$ cat src/rtl/enc_frame_ctrl_if.sv
// Compute-pipeline handshake and per-channel code output bus of the ADPCM frame controller.
// The controller drives the master side; the compute pipeline and the output sink sit on the slave side.
interface enc_frame_ctrl_if #(
   parameter int CH_W = 5,
   parameter int CW   = 5,
   parameter int OW   = 8
);
   logic            fa_start;
   logic            fa_done;
   logic            dly_strb;
   logic [CW-1:0]   code_in;
   logic [CH_W-1:0] ch_idx;
   logic [OW-1:0]   data_out;
   logic            data_valid;

   modport master (
      output fa_start, dly_strb, ch_idx, data_out, data_valid,
      input  fa_done, code_in
   );

   modport slave (
      input  fa_start, dly_strb, ch_idx, data_out, data_valid,
      output fa_done, code_in
   );
endinterface

$ cat src/rtl/enc_frame_ctrl.sv
// Multi-channel ADPCM frame controller: recovers channel ticks and frame sync, sequences the shared
// compute pipeline once per channel and double-buffers the per-channel codes for output.
module enc_frame_ctrl #(
   parameter int NUM_CH = 32,
   parameter int CH_W   = 5,
   parameter int CW     = 5,
   parameter int OW     = 8
) (
   input  logic             clk,
   input  logic             reset,
   input  logic             ch_clk_in,
   input  logic             fs_in,
   input  logic [1:0]       rate,
   enc_frame_ctrl_if.master bus,
   output logic             busy,
   output logic             err_overrun
);
   typedef enum logic [2:0] {IDLE, START, WAIT, STROBE, WRITE} state_t;

   state_t          state_reg, state_next;
   logic            ch_s1_reg, ch_s2_reg, ch_s3_reg;
   logic            fs_s1_reg, fs_s2_reg;
   logic            tick, fs_s;
   logic [CH_W-1:0] ch_cnt_reg, ch_cnt_next;
   logic [CH_W-1:0] ch_idx_reg;
   logic            wbank_reg, wbank_next;
   logic [OW-1:0]   data_out_reg;
   logic            data_valid_reg;
   logic            err_reg;
   logic            fa_start_c, dly_strb_c, busy_c;
   logic [CW-1:0]   wr_code, rd_code;

   function automatic logic [CW-1:0] rate_mask(input logic [1:0] r);
      int            keep;
      logic [CW-1:0] m;
      case (r)
         2'b00:   keep = 4;
         2'b01:   keep = 3;
         2'b10:   keep = 2;
         default: keep = 5;
      endcase
      for (int i = 0; i < CW; i++) m[i] = (i < keep);
      return m;
   endfunction

   always_ff @(posedge clk or negedge reset) begin
      if (!reset) begin
         ch_s1_reg <= 1'b0;
         ch_s2_reg <= 1'b0;
         ch_s3_reg <= 1'b0;
         fs_s1_reg <= 1'b0;
         fs_s2_reg <= 1'b0;
      end else begin
         ch_s1_reg <= ch_clk_in;
         ch_s2_reg <= ch_s1_reg;
         ch_s3_reg <= ch_s2_reg;
         fs_s1_reg <= fs_in;
         fs_s2_reg <= fs_s1_reg;
      end
   end

   assign tick = ch_s2_reg & ~ch_s3_reg;
   assign fs_s = fs_s2_reg;

   // Frame sync always toggles the bank, even if the counter is already at channel 0.
   always_comb begin
      ch_cnt_next = ch_cnt_reg;
      wbank_next  = wbank_reg;
      if (tick) begin
         if (fs_s) begin
            ch_cnt_next = '0;
            wbank_next  = ~wbank_reg;
         end else if (ch_cnt_reg == CH_W'(NUM_CH - 1)) begin
            ch_cnt_next = '0;
         end else begin
            ch_cnt_next = ch_cnt_reg + 1'b1;
         end
      end
   end

   always_comb begin
      state_next = state_reg;
      fa_start_c = 1'b0;
      dly_strb_c = 1'b0;
      busy_c     = 1'b1;
      case (state_reg)
         IDLE: begin
            busy_c = 1'b0;
            if (tick) state_next = START;
         end
         START: begin
            fa_start_c = 1'b1;
            state_next = WAIT;
         end
         WAIT:    if (bus.fa_done) state_next = STROBE;
         STROBE: begin
            dly_strb_c = 1'b1;
            state_next = WRITE;
         end
         WRITE:   state_next = IDLE;
         default: state_next = IDLE;
      endcase
   end

   always_ff @(posedge clk or negedge reset) begin
      if (!reset) begin
         state_reg      <= IDLE;
         ch_cnt_reg     <= '0;
         wbank_reg      <= 1'b0;
         ch_idx_reg     <= '0;
         data_out_reg   <= '0;
         data_valid_reg <= 1'b0;
         err_reg        <= 1'b0;
      end else begin
         state_reg      <= state_next;
         ch_cnt_reg     <= ch_cnt_next;
         wbank_reg      <= wbank_next;
         data_valid_reg <= tick;
         if (tick && state_reg == IDLE) ch_idx_reg <= ch_cnt_next;
         if (tick && state_reg != IDLE) err_reg <= 1'b1;
         if (tick) data_out_reg <= OW'(rd_code & rate_mask(rate));
      end
   end

   assign wr_code = bus.code_in & rate_mask(rate);

   genvar gi;
   generate
      for (gi = 0; gi < 2; gi++) begin : g_bank
         logic [CW-1:0] mem_reg [NUM_CH];
         always_ff @(posedge clk or negedge reset) begin
            if (!reset) begin
               for (int i = 0; i < NUM_CH; i++) mem_reg[i] <= '0;
            end else if (state_reg == WRITE && wbank_reg == 1'(gi)) begin
               mem_reg[ch_idx_reg] <= wr_code;
            end
         end
      end
   endgenerate

   // The read side always looks at the bank that the new frame is not writing.
   assign rd_code = wbank_next ? g_bank[0].mem_reg[ch_cnt_next] : g_bank[1].mem_reg[ch_cnt_next];

   assign bus.fa_start   = fa_start_c;
   assign bus.dly_strb   = dly_strb_c;
   assign bus.ch_idx     = ch_idx_reg;
   assign bus.data_out   = data_out_reg;
   assign bus.data_valid = data_valid_reg;
   assign busy           = busy_c;
   assign err_overrun    = err_reg;
endmodule
$ cat src/flat_wrapper.sv
// flat-port wrapper written by rule: the top's interface ports become plain ports
module enc_frame_ctrl_flat 
#(
   parameter int NUM_CH = 32,
   parameter int CH_W   = 5,
   parameter int CW     = 5,
   parameter int OW     = 8
)
  (clk, reset, ch_clk_in, fs_in, rate, busy, err_overrun, bus_fa_start, bus_dly_strb, bus_ch_idx, bus_data_out, bus_data_valid, bus_fa_done, bus_code_in);
  enc_frame_ctrl_if #(.CH_W(CH_W), .CW(CW), .OW(OW)) bus_i ();
  input  logic clk;
  input  logic reset;
  input  logic ch_clk_in;
  input  logic fs_in;
  input  logic [1:0] rate;
  output logic busy;
  output logic err_overrun;
  output wire logic [$bits(bus_i.fa_start)-1:0] bus_fa_start;
  output wire logic [$bits(bus_i.dly_strb)-1:0] bus_dly_strb;
  output wire logic [$bits(bus_i.ch_idx)-1:0] bus_ch_idx;
  output wire logic [$bits(bus_i.data_out)-1:0] bus_data_out;
  output wire logic [$bits(bus_i.data_valid)-1:0] bus_data_valid;
  input wire logic [$bits(bus_i.fa_done)-1:0] bus_fa_done;
  input wire logic [$bits(bus_i.code_in)-1:0] bus_code_in;
  assign bus_fa_start = bus_i.fa_start;
  assign bus_dly_strb = bus_i.dly_strb;
  assign bus_ch_idx = bus_i.ch_idx;
  assign bus_data_out = bus_i.data_out;
  assign bus_data_valid = bus_i.data_valid;
  assign bus_i.fa_done = bus_fa_done;
  assign bus_i.code_in = bus_code_in;
  enc_frame_ctrl #(.NUM_CH(NUM_CH), .CH_W(CH_W), .CW(CW), .OW(OW)) u_core (.clk(clk), .reset(reset), .ch_clk_in(ch_clk_in), .fs_in(fs_in), .rate(rate), .bus(bus_i), .busy(busy), .err_overrun(err_overrun));
endmodule
$ cat config.mk
export PLATFORM = sky130hd
export DESIGN_NAME = enc_frame_ctrl_flat
export DESIGN_NICKNAME = d
export VERILOG_FILES = /design/src/rtl/enc_frame_ctrl_if.sv /design/src/rtl/enc_frame_ctrl.sv /design/src/flat_wrapper.sv
export SDC_FILE = /design/constraint.sdc
export NUM_CORES = 1
export LEC_CHECK = 0
export BUFFER_PORTS_ARGS = -buffer_cell sky130_fd_sc_hd__buf_2
export CAP_MARGIN = 0
export CORE_ASPECT_RATIO = 0.5
export CORE_MARGIN = 2
export CORE_UTILIZATION = 50
export DETAILED_ROUTE_END_ITERATION = 12
export PLACE_DENSITY = 0.66
export SLEW_MARGIN = 10
export SYNTH_ARGS = -nofsm -noshare
export SYNTH_HDL_FRONTEND = slang
export SYNTH_SLANG_ARGS = --single-unit
$ cat constraint.sdc
create_clock -name clk -period 6.1 [get_ports clk]
set_input_delay 1.22 -clock clk [delete_from_list [all_inputs] [get_ports clk]]
set_output_delay 1.22 -clock clk [all_outputs]
set_load 0.02 [all_outputs]
### Word level (Yosys, flattened, before mapping)

Cells that the tools add are included.

| word-level totals | value |
|---|---|
| register bits after elaboration | 349 |

| cells by class | value |
|---|---|
| add/subtract/negate cells | 1 |
| muxes and demuxes | 24 |
| eq/ne operators | 9 |
| bitwise operators | 7 |
| reduce and logical (&&, ||, !) cells | 9 |
| $lt $le $gt $ge | 13 |

Operator list:

| kind | number |
|---|---|
| bitwise mux 160 bit | 2 |
| < comparator 3 x 32 -> 1 bit, first input constant | 2 |
| binary-select mux 5 bit (select 5 bit) | 2 |
| 2-to-1 mux 5 bit | 9 |
| < comparator 1 x 32 -> 1 bit, first input constant | 1 |
| < comparator 2 x 32 -> 1 bit, first input constant | 1 |
| < comparator 4 x 32 -> 1 bit, first input constant | 1 |
| 2-to-1 mux 32 bit | 1 |
| demux 5 bit (select 5 bit) | 1 |
| >= comparator 6 bit, second input constant | 2 |
| inverter 5 -> 6 bit | 2 |
| case mux 3 bit (4 select lines) | 1 |
| bitwise AND 5 bit | 2 |
| case mux 3 bit (3 select lines) | 1 |
| equality test 3 x 2 -> 1 bit, second input constant | 2 |
| < comparator 1 x 3 -> 1 bit, first input constant | 2 |
| < comparator 2 x 3 -> 1 bit, first input constant | 2 |
| < comparator 6 x 1 -> 1 bit, second input constant | 1 |
| 2-to-1 mux 3 bit | 2 |
| adder 5 x 1 -> 5 bit, second input constant | 1 |
| equality test 5 bit, second input constant | 1 |
| logical AND 1 bit | 5 |
| 2-to-1 mux 1 bit | 5 |
| equality test 3 x 1 -> 1 bit, second input constant | 1 |
| other kinds (12) | 13 |

### Longest topological paths before layout

Gate-level depths: netlist of run 1.

| depth | value |
|---|---|
| depth in word-level cells | 10 |
| depth in mapped cells | 15 |
| mapped depth without buffers | 12 |

### Worst setup path before layout of run 1

OpenSTA, ideal clock, no wires.

| timing path | value |
|---|---|
| path type | register to register |
| from | register u_core.ch_cnt_reg[0] |
| to | register u_core.data_out_reg[1] (netlist: u_core.bus.data_out[1]) |
| data required time | 5974 ps |
| stages on the path, launching flop included | 15 |
| buffers on the path | 3 |
| path slack | 2928 ps |
| setup time | 126 ps |
| arrival | 3046 ps |
| cells stage by stage | dfrtp_1 > ha_1 > and3_1 > ha_1 > or4b_4 > buf_6 > o221a_4 > buf_6 > nor2_4 > buf_6 > nand3_1 > a31oi_1 > nor2_1 > a22o_1 > a221o_1 |

| on the way | value |
|---|---|
| longest elaborated chain between the ends | 10 |
| elaborated cells between the ends (all ways) | 14 |
| classes of those cells | add/sub: 1; eq/ne: 1; mux: 10; bitwise: 2 |

Ends and longest elaborated chain:

| what | RTL line | RTL |
|---|---|---|
| from (decl) | enc_frame_ctrl.sv:24 | `logic [CH_W-1:0] ch_cnt_reg, ch_cnt_next;` |
| from (signal assigned) | enc_frame_ctrl.sv:116 | `ch_cnt_reg <= ch_cnt_next;` |
| adder 5 x 1 -> 5 bit / equality test 5 bit (equally long branches) | enc_frame_ctrl.sv:76, enc_frame_ctrl.sv:73 |  |
| 2-to-1 mux 5 bit | enc_frame_ctrl.sv:73 | `end else if (ch_cnt_reg == CH_W'(NUM_CH - 1)) begin` |
| 2-to-1 mux 5 bit | enc_frame_ctrl.sv:70 | `if (fs_s) begin` |
| 2-to-1 mux 5 bit (*) | enc_frame_ctrl.sv:69 | `if (tick) begin` |
| inverter 5 -> 6 bit (not written as such) (*) | enc_frame_ctrl.sv:142 | `assign rd_code = wbank_next ? g_bank[0].mem_reg[ch_cnt_next] : g_bank[1].mem_reg[ch_cnt_next];` |
| binary-select mux 5 bit (select 5 bit) | enc_frame_ctrl.sv:142 |  |
| 2-to-1 mux 5 bit (not written as such) (2 in series) | enc_frame_ctrl.sv:142 |  |
| 2-to-1 mux 5 bit (*) | enc_frame_ctrl.sv:142 |  |
| bitwise AND 5 bit (*) | enc_frame_ctrl.sv:121 | `if (tick) data_out_reg <= OW'(rd_code & rate_mask(rate));` |
| to (signal assigned) | enc_frame_ctrl.sv:121 |  |
| to (decl) | enc_frame_ctrl.sv:27 | `logic [OW-1:0] data_out_reg;` |

Every way passes the cells marked *; elsewhere a longest branch is shown, timed or not. The select of a mux whose other input is x is not followed.
A chain may end at the register's enable or synchronous reset.

### Worst setup path after layout of run 1

| timing path | value |
|---|---|
| from | register u_core.ch_cnt_reg[0] |
| to | register u_core.data_out_reg[0] (netlist: u_core.bus.data_out[0]) |

| on the way | value |
|---|---|
| longest elaborated chain between the ends | 10 |
| elaborated cells between the ends (all ways) | 14 |
| classes of those cells | add/sub: 1; eq/ne: 1; mux: 10; bitwise: 2 |

Ends and longest elaborated chain:

| what | RTL line |
|---|---|
| adder 5 x 1 -> 5 bit / equality test 5 bit (equally long branches) | enc_frame_ctrl.sv:76, enc_frame_ctrl.sv:73 |
| 2-to-1 mux 5 bit (*) | enc_frame_ctrl.sv:73 |
| 2-to-1 mux 5 bit (*) | enc_frame_ctrl.sv:70 |
| 2-to-1 mux 5 bit (*) | enc_frame_ctrl.sv:69 |
| via u_core.ch_cnt_next[2] | enc_frame_ctrl.sv:24 |
| inverter 5 -> 6 bit (not written as such) (*) | enc_frame_ctrl.sv:142 |
| binary-select mux 5 bit (select 5 bit) | enc_frame_ctrl.sv:142 |
| 2-to-1 mux 5 bit (not written as such) (2 in series) | enc_frame_ctrl.sv:142 |
| 2-to-1 mux 5 bit (*) | enc_frame_ctrl.sv:142 |
| bitwise AND 5 bit (*) | enc_frame_ctrl.sv:121 |

The timed path passes the listed nets; every way through them passes the cells marked *. The select of a mux whose other input is x is not followed.

==> results of run 1 <==
[cell usage after synthesis (all sizes together) (4+ instances only)]
master	number	area share, %
nand4	10	0.39
ha	5	0.39
nor2b	7	0.27
o211ai	6	0.28
a311oi	5	0.27
mux4	6	0.84
nand2	491	11
buf	39	1.4
inv	9	0.21
and3	14	0.54
a31oi	30	1.2
mux2i	23	1.6
o21ai	153	4.7
nand3	122	3.8
a21oi	10	0.31
nor3	5	0.16
a32oi	19	1.0
nand2b	7	0.27
nor3b	4	0.19
nor2	36	0.93
a32o	5	0.31
mux2	177	12
clkbuf	63	1.5
dfrtp	346	54
[how the worst max path moves through the flow]
stage	end	startpoint	cells after the start
2_1_floorplan	u_core.bus.data_out[1]	u_core.ch_cnt_reg[0]	14
3_3_place_gp	u_core.bus.data_out[1]	u_core.ch_cnt_reg[0]	11
3_5_place_dp	u_core.bus.data_out[1]	u_core.ch_cnt_reg[0]	12
4_1_cts	u_core.bus.data_out[1]	u_core.ch_cnt_reg[0]	12
5_1_grt	u_core.bus.data_out[1]	u_core.ch_cnt_reg[0]	11
6_report	u_core.bus.data_out[0]	u_core.ch_cnt_reg[0]	12
[area by class of cell]
class	count	area (sq um)
fill	2725	13900
sequential	346	8660
multi-input combinational	1174	7000
clock buffer	46	1010
tap	432	541
timing repair buffer	47	335
clock inverter	15	211
inverter	12	48.8
[placed cells by master, fill, tap and decap left out, drive strengths merged, types with 6 or more instances in the layout]
| cell type | n |
|---|---|
| nand2 | 491 |
| dfrtp | 346 |
| mux2 | 177 |
| o21ai | 153 |
| nand3 | 122 |
| buf | 47 |
| clkbuf | 46 |
| nor2 | 36 |
| a31oi | 30 |
| mux2i | 23 |
| a32oi | 19 |
| and3 | 14 |
| a21oi | 10 |
| nand4 | 10 |
| inv | 10 |
| clkinv | 9 |
| nor2b | 7 |
| nand2b | 7 |
| mux4 | 6 |
| o211ai | 6 |
[report_power, final]
part	switching (mW)	internal, mW	total, mW
logic	0.893	0.429	1.32
clock network	0.953	1.38	2.33
registers	0.191	2.52	2.71
total	2.04	4.33	6.37
[layer usage]
metal  GRT usage [%]  share of wire, %  vias to the layer above
met3            6.73               9.2                      113
met2            43.2                43                      615
met1            42.0                45                     6453
met5               0                 0                        -
met4            7.62               2.5                        0
li1                -                 -                     5594
[cells by family (layout without fill, tap and decap cells)]
group | count (synthesis) | count (layout) | synth area share [%]
DFF | 346 | 346 | 53.6
xor gates and xnor gates | 3 | 3 | 0.163
adders and majority gates | 5 | 5 | 0.388
AOI/OAI and AO/OA | 243 | 243 | 8.97
buffers and inverters | 114 | 120 | 3.11
muxes | 206 | 206 | 14.8
other | 1 | 3 | 0.0232
and+or+nand+nor | 714 | 714 | 18.9
==> flow_metrics.tcl, run 1 <==
set metrics [dict create \
    outcome "complete, no violations" \
    regToRegStartpoint "u_core.ch_cnt_reg[0]" \
    cts_inserted_buffers 35 \
    relSlewSlack_pct 22.2 \
    hpwl_microns 31100 \
    area_growth_pct 10.3 \
    skew_ns 0.0189 \
    power_density_nw_per_um2 358 \
    core_area_sq_um 31700 \
    fin_area_sq_um 17800 \
    ys_seq_elements 346 \
    yosysSeqAreaShare_pct 53.6 \
    wirelength_microns 47700 \
    drc_errors 0 \
    finalMaxSlewViolations 0 \
    setup_tns_ns 0 \
    rsz0062_at_grt "no" \
    final.setup.worst_slack_ns 1.78 \
    routedWlPerCell_microns 23.0 \
    max_freq_ghz 0.231 \
    peakVddDrop_v 0.000156 \
    pre_cts_ws_ns 1.86 \
    setup_viol 0 \
    antenna_left 0 \
    clockRootBuffer "clkbuf_16" \
    timing.rr.end "u_core.bus.data_out[0]" \
    grt_pass1_wl_microns 73400 \
    synth_cell_types 58 \
    ios 30 \
    antenna_found_initial 0 \
    num_vias 12800 \
    synth-edff-count 0 \
    placed_area_sq_um 16600 \
    cts_sinks 346 \
    hold_path_class "register to register" \
    cts_setup_buffers 0 \
    fin_nets 1633 \
    holdPathEnd "u_core.fs_s" \
    cp.buffers_inverters 1 \
    critical_path_class "register to register" \
    die_area_sq_um 33800 \
    finalCritPeriodShare_pct 70.9 \
    drive_gt1_share_pct 18.7 \
    hold_buffers 0 \
    port_buffers 26 \
    grt_max_degree 169 \
    synth_ff_type "dfrtp_1" \
    power.leakage_nw 8.36 \
    worstMarginPinSlew_ns 1.16 \
    fin_crit_ns 4.32 \
    rows 46 \
    cts_buffer_depth 3 \
    gr-total-overflow 0 \
    die_x_microns 258 \
    initial_utilization_pct 50.9 \
    instances_no_fill 2072 \
    largest_reg_flops 320 \
    drv_cap 0 \
    holdWs_ns 0.366 \
    cp.required_ns 6.53 \
    grt_usage_pct 28.7 \
    r2r_slack_ns 1.78 \
    tritoncts "yes" \
    fin_util_pct 56.1 \
    async_reset_ff_share_pct 100 \
    cp_cell_sequence "ha_1, and3_1, ha_1, or4b_4, o221a_4, clkinv_2, nor2_2, nand3_1, a311oi_1, nor3b_1, a32o_1, a41o_1" \
    ctsHtreeMaxLevel 2 \
    power_mw 6.37 \
    critPathCaptureType "register" \
    critPathMaxFanout 17 \
    gp_congestion 0.939 \
    placed_cells 2011 \
    cts.repair.resized 0 \
    grt_pass1_vias 12100 \
    critical_path.top_delay_family "simple AND/OR/NAND/NOR gates" \
    viasPerCell 6.17 \
    holdPathStages 0 \
    hold_viol_final 0 \
    hp-start "u_core.fs_s1_reg" \
    diodes 0 \
    slowest_stage "nor2_2" \
    die_y_microns 131 \
    drt_iter0_markers 1470 \
    ys_warn_count 0 \
    dr.pass1.iters 5 \
    cpMostUsedCell "ha_1" \
    worstPathArrival_ns 4.75 \
    ff2ff_path_depth 12 \
    clock_latency_ns 0.54 \
    synth_cells 1632 \
    crit_path_start_kind "register" \
    slowest_delay_ns 0.79 \
    clk_pin_slew_ns 0.07 \
    avgSynthCellArea_sq_um 9.89 \
    synth_area_sq_um 16100 \
]
No activity file was read; power rests on OpenSTA's default activity.
==> run 2: changes to the inputs <==
Clock period 6.1 ns to 4.5 ns, I/O delays scaled along.
==> flow_metrics.tcl, run 2 (synthesized netlist as in run 1, its figures left out) <==
set metrics [dict create \
    outcome "complete, no violations" \
    relSlewSlack_pct 20.0 \
    setup_viol 0 \
    port_buffers 26 \
    skew_ns 0.0249 \
    ctsHtreeMaxLevel 1 \
    num_vias 12900 \
    worstPathArrival_ns 4.24 \
    finalMaxSlewViolations 0 \
    pre_cts_ws_ns 0.802 \
    rows 46 \
    viasPerCell 6.18 \
    largest_reg_flops 320 \
    drt_iter0_markers 1800 \
    initial_utilization_pct 50.9 \
    max_freq_ghz 0.266 \
    fin_nets 1644 \
    clockRootBuffer "clkbuf_16" \
    fin_crit_ns 3.76 \
    die_area_sq_um 33800 \
    core_area_sq_um 31700 \
    drive_gt1_share_pct 19.3 \
    critical_path_class "register to register" \
    wirelength_microns 48300 \
    cts_inserted_buffers 31 \
    tritoncts "yes" \
    dr.pass1.iters 5 \
    ios 30 \
    hold_viol_final 0 \
    peakVddDrop_v 0.000243 \
    setup_tns_ns 0 \
    grt_usage_pct 29.0 \
    critPathCaptureType "register" \
    drc_errors 0 \
    cp.required_ns 4.98 \
    cts_buffer_depth 3 \
    area_growth_pct 10.5 \
    die_x_microns 258 \
    hold_path_class "register to register" \
    final_common_cell "nand2_1" \
    hold_buffers 0 \
    worstMarginPinSlew_ns 1.19 \
    gp_congestion 0.963 \
    hpwl_microns 32800 \
    power_density_nw_per_um2 471 \
    die_y_microns 131 \
    antenna_found_initial 1 \
    gr-total-overflow 0 \
    power.leakage_nw 8.39 \
    final.setup.worst_slack_ns 0.744 \
    finalCritPeriodShare_pct 83.5 \
    antenna_left 0 \
    grt_pass1_wl_microns 73900 \
    clk_pin_slew_ns 0.07 \
    routedWlPerCell_microns 23.2 \
    final_cell_mix "nand2_1, dfrtp_1, mux2_2" \
    drv_cap 0 \
    crit_path_start_kind "register" \
    clock_latency_ns 0.58 \
    rsz0062_at_grt "no" \
    cts_sinks 346 \
    grt_max_degree 112 \
    cts_setup_buffers 0 \
    critPathMaxFanout 20 \
    grt_pass1_vias 12200 \
    cts.repair.resized 0 \
]
==> run 2: worst paths after layout <==
path	start	endpoint	slack, ns	cells after the start
worst max-delay path	u_core.ch_cnt_reg[1]	u_core.bus.data_out[0]	0.74	11
worst min-delay path	u_core.fs_s1_reg	u_core.fs_s	0.35	0
worst max register to register	u_core.ch_cnt_reg[1]	u_core.bus.data_out[0]	0.74	11
worst min register to register	u_core.fs_s1_reg	u_core.fs_s	0.35	0
max in group asynchronous	reset	u_core.g_bank[0].mem_reg[27]	3.14	2
min in group asynchronous	reset	u_core.g_bank[0].mem_reg[95]	0.36	1
==> run 2: power breakdown <==
group / total, mW / internal (mW) / switching (mW)
logic: 1.84 / 0.606 / 1.24
clock network: 2.87 / 1.66 / 1.21
registers: 3.68 / 3.41 / 0.262
==> run 2: final cells by class <==
class | count | area (sq um)
diodes | 1 | 2.50
clock buffers | 41 | 883
clock inverters | 16 | 210
fillers | 2741 | 13900
repair buffers | 62 | 485
flip-flops and latches | 346 | 8660
well taps | 432 | 541
inverters | 12 | 48.8
multi-input cells | 1174 | 7000
==> run 2: critical path, stage by stage (launching register included) <==
cell	delay (ns)
dfrtp_1	0.44
ha_1	0.24
and3_1	0.19
ha_1	0.26
or4b_4	0.62
o221a_4	0.36
nor2_4	0.49
a32oi_1	0.12
a311oi_1	0.34
nor3b_1	0.10
a32o_1	0.29
a41o_1	0.20
==> run 2: per-stage QoR <==
step | cell area [sq um] | std cells | utilization, % | hold WS, ns | power, mW
floorplan | 16100 | 1634 | - | 0.331 | 4.79
global placement | 16700 | 2026 | 52.8 | 0.337 | 5.47
detailed placement | 16700 | 2026 | 52.8 | 0.340 | 5.52
CTS | 17800 | 2083 | 56.2 | 0.354 | 8.35
global route | 17800 | 2083 | 56.2 | 0.358 | 8.71
finish | 17800 | 2084 | 56.2 | 0.350 | 8.39
==> run 2: layer usage <==
layer	share of wire, %	vias to the layer above	track usage, %
li1	-	5602	-
met3	11	134	8.29
met4	3.2	0	8.57
met5	0	-	0
met1	43	6479	41.4
met2	42	673	43.2
